===== src/rtl/branch_predictor_pkg.sv =====
// Shared definitions for the 2-bit saturating-counter branch predictor:
// counter state encodings, reset default and the saturating step function.
package branch_predictor_pkg;

  typedef enum logic [1:0] {
    SNT = 2'b00,  // strongly not taken
    WNT = 2'b01,  // weakly not taken
    WT  = 2'b10,  // weakly taken
    ST  = 2'b11   // strongly taken
  } state_e;

  localparam logic [1:0] DEFAULT_INIT_STATE = WT;

  // One step toward the resolved outcome, holding at either end.
  function automatic state_e next_state(input state_e state, input logic taken);
    state_e nxt;
    nxt = state;
    unique case (state)
      SNT: nxt = taken ? WNT : SNT;
      WNT: nxt = taken ? WT  : SNT;
      WT:  nxt = taken ? ST  : WNT;
      ST:  nxt = taken ? ST  : WT;
      default: nxt = state;
    endcase
    return nxt;
  endfunction

endpackage


===== src/rtl/branch_predictor_sat_counter2.sv =====
// Single 2-bit saturating counter with enable and a configurable async reset value.
module sat_counter2
  import branch_predictor_pkg::*;
#(
  parameter logic [1:0] RST_VAL = DEFAULT_INIT_STATE
) (
  input  logic       clk,
  input  logic       rst_n,
  input  logic       en,
  input  logic       taken,
  output logic [1:0] state
);

  state_e state_q;

  // NOTE: sequential state uses non-blocking assignments so every counter
  // samples the pre-edge values of its neighbours and of the shared inputs.
  always_ff @(posedge clk or negedge rst_n) begin
    if (!rst_n) begin
      state_q <= state_e'(RST_VAL);
    end else if (en) begin
      state_q <= next_state(state_q, taken);
    end
  end

  assign state = state_q;

endmodule


===== src/rtl/branch_predictor.sv =====
// Untagged table of 2-bit saturating counters: predicts the ID branch, trains
// on resolved EX branches and keeps saturating branch/mispredict statistics.
module branch_predictor
  import branch_predictor_pkg::*;
#(
  parameter int         INDEX_W    = 4,
  parameter logic [1:0] INIT_STATE = DEFAULT_INIT_STATE,
  parameter int         CNT_W      = 32
) (
  input  logic             clk_i,
  input  logic             rst_i,
  input  logic [31:0]      ID_pc_i,
  input  logic             EX_Branch_i,
  input  logic             EX_Zero_i,
  input  logic             EX_Predict_i,
  input  logic [31:0]      EX_pc_i,
  input  logic             hold_i,
  output logic             Predict_o,
  output logic [CNT_W-1:0] branch_count_o,
  output logic [CNT_W-1:0] mispredict_count_o
);

  localparam int ENTRIES = 2 ** INDEX_W;

  logic [INDEX_W-1:0] lookup_idx;
  logic [INDEX_W-1:0] update_idx;
  logic               upd;
  logic               mispredict;
  logic [1:0]         cnt_table [ENTRIES];

  assign lookup_idx = ID_pc_i[INDEX_W+1:2];
  assign update_idx = EX_pc_i[INDEX_W+1:2];
  assign upd        = EX_Branch_i && !hold_i;
  assign mispredict = EX_Predict_i ^ EX_Zero_i;

  // Word-offset bits and bits above the index play no part in the lookup.
  logic unused_pc_bits;
  assign unused_pc_bits = ^{ID_pc_i[31:INDEX_W+2], ID_pc_i[1:0],
                            EX_pc_i[31:INDEX_W+2], EX_pc_i[1:0]};

  // NOTE: the table is built from individually reset flops rather than a RAM,
  // because every entry must snap to INIT_STATE asynchronously on reset.
  for (genvar i = 0; i < ENTRIES; i++) begin : g_entry
    sat_counter2 #(
      .RST_VAL(INIT_STATE)
    ) u_cnt (
      .clk  (clk_i),
      .rst_n(rst_i),
      .en   (upd && (update_idx == INDEX_W'(i))),
      .taken(EX_Zero_i),
      .state(cnt_table[i])
    );
  end

  // Read of registered state only: a same-cycle update is seen next cycle.
  assign Predict_o = cnt_table[lookup_idx][1];

  always_ff @(posedge clk_i or negedge rst_i) begin
    if (!rst_i) begin
      branch_count_o     <= '0;
      mispredict_count_o <= '0;
    end else if (upd) begin
      if (branch_count_o != '1) begin
        branch_count_o <= branch_count_o + CNT_W'(1);
      end
      if (mispredict && (mispredict_count_o != '1)) begin
        mispredict_count_o <= mispredict_count_o + CNT_W'(1);
      end
    end
  end

endmodule


===== config.mk =====
export PLATFORM = sky130hd
export DESIGN_NAME = branch_predictor
export DESIGN_NICKNAME = d
export VERILOG_FILES = /design/src/rtl/branch_predictor_pkg.sv /design/src/rtl/branch_predictor_sat_counter2.sv /design/src/rtl/branch_predictor.sv
export SDC_FILE = /design/constraint.sdc
export NUM_CORES = 1
export LEC_CHECK = 0
export BUFFER_PORTS_ARGS = -buffer_cell sky130_fd_sc_hd__clkbuf_2
export CAP_MARGIN = 10
export CORE_MARGIN = 8
export CORE_UTILIZATION = 47
export DETAILED_ROUTE_END_ITERATION = 6
export GPL_ROUTABILITY_DRIVEN = 0
export GPL_TIMING_DRIVEN = 0
export PLACE_DENSITY_LB_ADDON = 0.15
export SYNTH_ARGS = -nofsm -noshare
export SYNTH_HDL_FRONTEND = slang
export SYNTH_SLANG_ARGS = --single-unit

===== constraint.sdc =====
create_clock -name clk_i -period 3.4 [get_ports clk_i]
set_clock_uncertainty 0.05 [all_clocks]
set_input_delay 0.34 -clock clk_i [delete_from_list [all_inputs] [get_ports clk_i]]
set_output_delay 0.34 -clock clk_i [all_outputs]
set_load 0.02 [all_outputs]

==> flow_summary_export.csv, run 1 <==
group,metric,value,unit
drt,wl_per_cell,15.65,um
logic_synthesis,synth_cell_type_count,43,
logic_synthesis,synth_warnings,0,
run_status,status,"completed",
layout,fillCellCount,930,
drt,drt_iter0_drc,232,
drt,totalWireLength,11280,um
clock_network,path_clk_slew,90,ps
drt,topRoutingLayerUsed,"met4",
clock_network,clock-root-buffer,"clkbuf_8",
drt,avgViaCountPerCell,5.513,
die,fp.dieW,117.9,um
die,fp.dieH,117.9,um
clock_network,postCtsResizedCells,0,
power_and_ir_drop,p_sw,0.0007713,W
logic_synthesis,synth_edf_count,0,
drt,wl_met2,5333,um
timing,relSlewSlack,32.21,%
die,initial_utilization,47.91,%
placement,hpwl,8212,um
timing,fin_crit,2366,ps
die,fp.dieArea,13900,sq um
worst_setup_path,cp_data_arrival_time,2570,ps
clock_network,cts_tree,"built",
timing,fin_setup_tns,0,ps
worst_setup_path,end_kind,"flop",
drt,drt-met1-wl,5236,um
placement,io_buffers,75,
clock_network,numCtsBuffers,9,
die,coreArea,10180,sq um
timing,period_share,69.60,%
power_and_ir_drop,pwr-share-seq,56.1,%
min_path,hold_path.class,"input port to flop",
power_and_ir_drop,leakagePower,2.560,nW
timing,final_hold_viol_count,0,
grt,grt_pass1_wl,19300,um
timing,worstMarginPinSlew,1001,ps
drt,drt_first_pass_iters,5,
worst_setup_path,cp_max_fo,7,
logic_synthesis,netlist_instances,492,
grt,grt_pass1_vias,3868,
clock_network,cts_sinks,96,
die,ioPinCount,135,
layout,final_nets,652,
logic_synthesis,postSynthNetCount,564,
logic_synthesis,synth_ff_type,"dfrtp_1",
power_and_ir_drop,switching_share,32.08,%
timing,finalMaxSlewViolations,0,
logic_synthesis,synth_seq_area_share,49.64,%
die,rows,37,
worst_setup_path,startpoint_type,"flop",
grt,antenna_found_initial,0,
power_and_ir_drop,combPwrFrac,15.5,%
logic_synthesis,async_flop_share,100.0,%
grt,grt_usage,16.83,%
worst_setup_path,cp-startpoint,"branch_count_o[16]",
drt,drc_errors,0,
power_and_ir_drop,p_per_area,426.6,nW/um^2
timing,max_freq,422.6,MHz
drt,drtAntennaViolNets,0,
power_and_ir_drop,power,0.002405,W
clock_network,clk_latency,370,ps
logic_synthesis,synth-seq-cells,96,
power_and_ir_drop,p_int,0.001633,W
placement,place_ws,995.5,ps
worst_setup_path,r2r-start,"branch_count_o[16]",
clock_network,h-tree-depth,3,
power_and_ir_drop,pwr-share-clk,28.4,%
drt,vias,3975,
flow_run,maxCapViolCount,0,
logic_synthesis,avgSynthCellArea,9.918,sq um
grt,overflow,0,
power_and_ir_drop,peakVddDrop,0.0002454,V
drt,wl_met3,597,um
worst_setup_path,critPathKind,"flop to flop",
min_path,hp-start,"EX_Zero_i",
layout,area_growth_syn_to_layout,15.51,%
clock_network,cts_max_path_buffers,2,
timing,rsz0062_at_grt,"false",
layout,drive_gt1_share,23.08,%
worst_setup_path,crit_required,3600,ps
logic_synthesis,synthesis.area,4880,sq um
timing,setup_viol,0,
grt,grt_max_degree,54,
layout,diodes,0,
timing,setup_ws,1034,ps
layer usage:
| layer | vias to the layer above | track usage (%) |
|---|---|---|
| met2 | 86 | 26.47 |
| met4 | 0 | 5.604 |
| li1 | 1937 | - |
| met5 | - | 0 |
| met3 | 9 | 4.508 |
| met1 | 1943 | 21.97 |
state kept, by name (all words and copies together) (netlist names):
signal / count
branch_count_o: 32
g_entry.u_cnt.state: 32
mispredict_count_o: 32
power by group through the flow:
stage / Sequential [W] / Combinational [W] / Clock (W)
6_report: 0.00135 / 0.000373 / 0.000683
5_1_grt: 0.00137 / 0.000416 / 0.000756
3_5_place_dp: 0.00137 / 0.000382 / 0
2_1_floorplan: 0.00142 / 0.000154 / 0
4_1_cts: 0.00135 / 0.000383 / 0.000706
3_3_place_gp: 0.00136 / 0.000368 / 0
cells by family (layout without fill, tap and decap cells):
group	after synthesis	after routing	share of synthesized area (%)
xor+xnor	63	63	11.31
flops	96	96	49.64
simple gates	225	225	24.26
compound gates	77	77	9.615
fa+ha+maj	2	2	0.5127
mux	7	7	2.769
buf+inv	22	115	1.897
through the flow:
stage	std cells	area, sq um	utilization, %	hold WS, ps
2_1_floorplan	492	4880	-	-5.591
3_3_place_gp	703	5425	53.27	421.5
3_5_place_dp	704	5455	53.56	372.1
4_1_cts	721	5637	55.34	220.3
5_1_grt	721	5637	55.34	233.9
6_report	721	5637	55.34	230.4
worst paths after layout:
check                                                  end  slack (ps)  cells after the start
worst max-delay path                    branch_count_o[21]        1030                      6
worst min-delay path            g_entry[14].u_cnt.state[1]         230                      3
worst max register to register          branch_count_o[21]        1030                      6
worst min register to register          branch_count_o[27]         440                      1
max in group asynchronous        g_entry[8].u_cnt.state[1]        2060                      3
min in group asynchronous           mispredict_count_o[28]         490                      2
final cells by class:
cell class                      count  area (sq um)  area share [%]
Buffer                             11         51.30          0.9101
Multi-Input combinational cell    374          2365           41.95
Inverter                           11         41.29          0.7325
Tap cell                          136         170.2           3.019
Clock buffer                        9         123.9           2.198
Clock inverter                      7         47.55          0.8435
Sequential cell                    96          2422           42.97
Timing Repair Buffer               77         415.4           7.370
Yosys cell counts, types with 9 or more instances:
| library cell | n | area [sq um] |
|---|---|---|
| a211oi_1 | 10 | 75.07 |
| a21oi_1 | 23 | 115.1 |
| and3_1 | 14 | 87.58 |
| and4_1 | 9 | 78.83 |
| dfrtp_1 | 80 | 2002 |
| dfstp_2 | 16 | 420.4 |
| inv_1 | 10 | 37.54 |
| nand2_1 | 43 | 161.4 |
| nand3_1 | 30 | 150.1 |
| nand4_1 | 23 | 143.9 |
| nor2_1 | 59 | 221.5 |
| nor3_1 | 15 | 75.07 |
| o21ai_0 | 27 | 135.1 |
| xnor2_1 | 40 | 350.3 |
| xor2_1 | 23 | 201.4 |
what timing repair did:
action,in CTS,in global routing
endpoints found under the hold margin,29,0
hold buffers,1,0
buffers inserted,0,0
cells in the final DEF (no fill, tap or decap), types with 6 or more instances in the layout:
cell type and n:
inv_1 10, a21oi_1 23, o211ai_1 6, o21ai_0 27
xnor2_1 40, o31ai_1 6, and3_1 14, nand2b_1 6
nand4_1 23, a211oi_1 10, nor3_1 15, nand2_1 43
nor2_1 59, xor2_1 23, dfstp_2 16, nand3_1 30
clkbuf_8 9, clkbuf_2 74, and4_1 9, dfrtp_1 80
worst max-delay path, stage by stage (launching register included):
cell and delay, ps:
dfrtp_1 430, and4_1 200, buf_2 160, nand4_1 180, o311ai_1 900, nor2_1 140, xor2_1 180
Power figures use the tool's default switching activity.
==> inputs of run 2 (changes only) <==
Settings changed: ABC_AREA set to 1.
Clock period 3.4 ns to 2.27 ns, I/O delays scaled along.
==> flow_summary_export.csv, run 2 <==
group,metric,value,unit
run_status,status,"completed",
clock_network,numCtsBuffers,9,
grt,grt_pass1_wl,25940,um
logic_synthesis,avgSynthCellArea,7.038,sq um
worst_setup_path,end_kind,"flop",
logic_synthesis,yosysMostFrequentCell,"nand2_1",
drt,drt_iter0_drc,397,
die,fp.dieW,128.7,um
clock_network,postCtsResizedCells,0,
logic_synthesis,synth_ff_type,"dfrtp_1",
clock_network,cts_max_path_buffers,2,
min_path,hp-start,"EX_pc_i[2]",
timing,relSlewSlack,55.39,%
grt,grt_max_degree,57,
grt,antenna_found_initial,0,
clock_network,cts_tree,"built",
logic_synthesis,synth_top_cell_area_share,33.54,%
power_and_ir_drop,power,0.004550,W
timing,period_share,83.64,%
layout,final_common_cell,"nand2_1",
timing,rsz0062_at_grt,"false",
drt,avgViaCountPerCell,5.006,
layout,final_cell_mix,"nand2_1, nor2_1, o21ai_0",
grt,grt_usage,19.49,%
layout,final_nets,1011,
die,rows,41,
die,fp.dieH,128.7,um
flow_run,maxCapViolCount,0,
power_and_ir_drop,p_per_area,655.1,nW/um^2
logic_synthesis,synth_warnings,0,
drt,totalWireLength,15400,um
worst_setup_path,cp_data_arrival_time,2100,ps
logic_synthesis,synth-seq-cells,96,
power_and_ir_drop,switching_share,29.82,%
layout,area_growth_syn_to_layout,16.37,%
layout,diodes,0,
grt,grt_pass1_vias,5217,
timing,setup_viol,0,
drt,drtAntennaViolNets,0,
min_path,hold_path.class,"input port to flop",
drt,vias,5587,
worst_setup_path,critPathKind,"flop to flop",
worst_setup_path,reg2reg_depth,8,
layout,multi_input_area,3153,sq um
power_and_ir_drop,pwr-share-clk,37.5,%
clock_network,path_clk_slew,70,ps
clock_network,cts_sinks,96,
timing,finalMaxSlewViolations,0,
placement,hpwl,11620,um
timing,fin_crit,1899,ps
clock_network,ctsHoldBuffers,1,
worst_setup_path,rrSetupSlack,370,ps
drt,drt_first_pass_iters,5,
worst_setup_path,r2r-end,"branch_count_o[26]",
worst_setup_path,cp_max_fo,6,
layout,drive_gt1_share,16.42,%
power_and_ir_drop,p_sw,0.001357,W
logic_synthesis,async_flop_share,100.0,%
layout,regArea,2422,sq um
min_path,worstHoldPathCells,4,
timing,worstMarginPinSlew,664.0,ps
clock_network,cts_setup_buffers,0,
worst_setup_path,r2r-start,"branch_count_o[0]",
placement,place_area,6604,sq um
logic_synthesis,postSynthNetCount,920,
logic_synthesis,synth_seq_area_share,40.59,%
logic_synthesis,synth_top_area_cell,"dfrtp_1",
clock_network,h-tree-depth,3,
grt,overflow,0,
logic_synthesis,netlist_instances,848,
logic_synthesis,netlist_top_cells_count,"nand2_1, nor2_1, o21ai_0",
power_and_ir_drop,pwr-share-seq,47.0,%
drt,drc_errors,0,
placement,io_buffers,78,
layout,final_area,6945,sq um
logic_synthesis,synthesis.area,5968,sq um
layout,fillCellCount,1266,
worst_setup_path,startpoint_type,"flop",
drt,wl_per_cell,13.80,um
power_and_ir_drop,leakagePower,3.258,nW
logic_synthesis,synthTopCellsByArea,"dfrtp_1, nand2_1, o21ai_0",
timing,max_freq,526.7,MHz
worst_setup_path,crit_required,2470,ps
clock_network,clk_latency,360,ps
die,initial_utilization,47.68,%
logic_synthesis,synth_edf_count,0,
timing,final_hold_viol_count,0,
die,ioPinCount,135,
power_and_ir_drop,peakVddDrop,0.0003190,V
min_path,worstHoldEndpoint,"g_entry[8].u_cnt.state[1]",
power_and_ir_drop,combPwrFrac,15.5,%
die,fp.dieArea,16560,sq um
logic_synthesis,synth_cell_type_count,34,
die,coreArea,12520,sq um
power_and_ir_drop,p_int,0.003193,W
clock_network,clock-root-buffer,"clkbuf_16",
-- run 2: cell types whose count changed in the layout (fill, tap and decap cells not counted), moves of 11 or more --
cell	previous run	this run
nand2_1	43	316
inv_1	10	72
nor2_1	59	113
nand4_1	23	12
and3_1	14	0
nand2_2	0	11
nand3b_1	1	19
xnor2_1	40	16
o21ai_0	27	86
-- run 2: kinds of logic after synthesis --
family          share of synthesized area [%]
buf+inv                                 6.583
xor+xnor                                4.256
simple gates                            38.76
fa+ha+maj                              0.5869
mux                                    0.3354
flops                                   40.59
compound gates                          8.889
-- run 2: per-layer routing --
layer | track usage (%) | wire length (um)
met3 | 3.765 | 803
met2 | 29.25 | 6821
met4 | 7.049 | 217
met5 | 0 | 0
met1 | 27.30 | 7557
-- run 2: area by class of cell --
| type | instances | share of cell area, % |
|---|---|---|
| plain buffers | 14 | 1.657 |
| clock buffers | 10 | 3.441 |
| clock inverters | 6 | 1.333 |
| inverters | 74 | 3.999 |
| multi-input cells | 664 | 45.40 |
| flip-flops and latches | 96 | 34.88 |
| well taps | 172 | 3.099 |
| repair buffers | 80 | 6.197 |
-- run 2: worst max path at each step --
| stage | slack, ps | start | cells after the start | endpoint |
|---|---|---|---|---|
| 2_1_floorplan | 500 | branch_count_o[0] | 11 | branch_count_o[11] |
| 3_3_place_gp | -390 | rst_i | 1 | mispredict_count_o[1] |
| 3_5_place_dp | 390 | branch_count_o[0] | 8 | branch_count_o[26] |
| 4_1_cts | 370 | g_entry[0].u_cnt.state[1] | 7 | Predict_o |
| 5_1_grt | 190 | branch_count_o[0] | 8 | branch_count_o[18] |
| 6_report | 370 | branch_count_o[0] | 8 | branch_count_o[26] |
-- run 2: critical path: stages (launching register included) --
cell     delay [ps]
dfrtp_1         440
ha_1            280
inv_1           100
nor2_4          150
nand3_1         160
nor2_1          370
nand3_1         120
nand2_1          70
nand2_1          50
-- run 2: power groups by stage --
stage               sequential (W)  combinational, W  clock [W]
global route               0.00218          0.000815    0.00179
detailed placement         0.00217          0.000714          0
finish                     0.00214          0.000706    0.00171
CTS                        0.00214          0.000718    0.00174
floorplan                  0.00221          0.000410          0
global placement           0.00217          0.000694          0
-- run 2: metrics by stage --
stage	hold WS, ps	TNS (ps)	utilization, %	worst slack, ps	instances
2_1_floorplan	-118.6	0	-	502.9	848
3_3_place_gp	442.6	-30760	52.52	-391.4	1098
3_5_place_dp	261.1	0	52.76	387.8	1099
4_1_cts	205.4	0	55.49	371.3	1116
5_1_grt	257.3	0	55.49	192.9	1116
6_report	221.5	0	55.49	371.4	1116
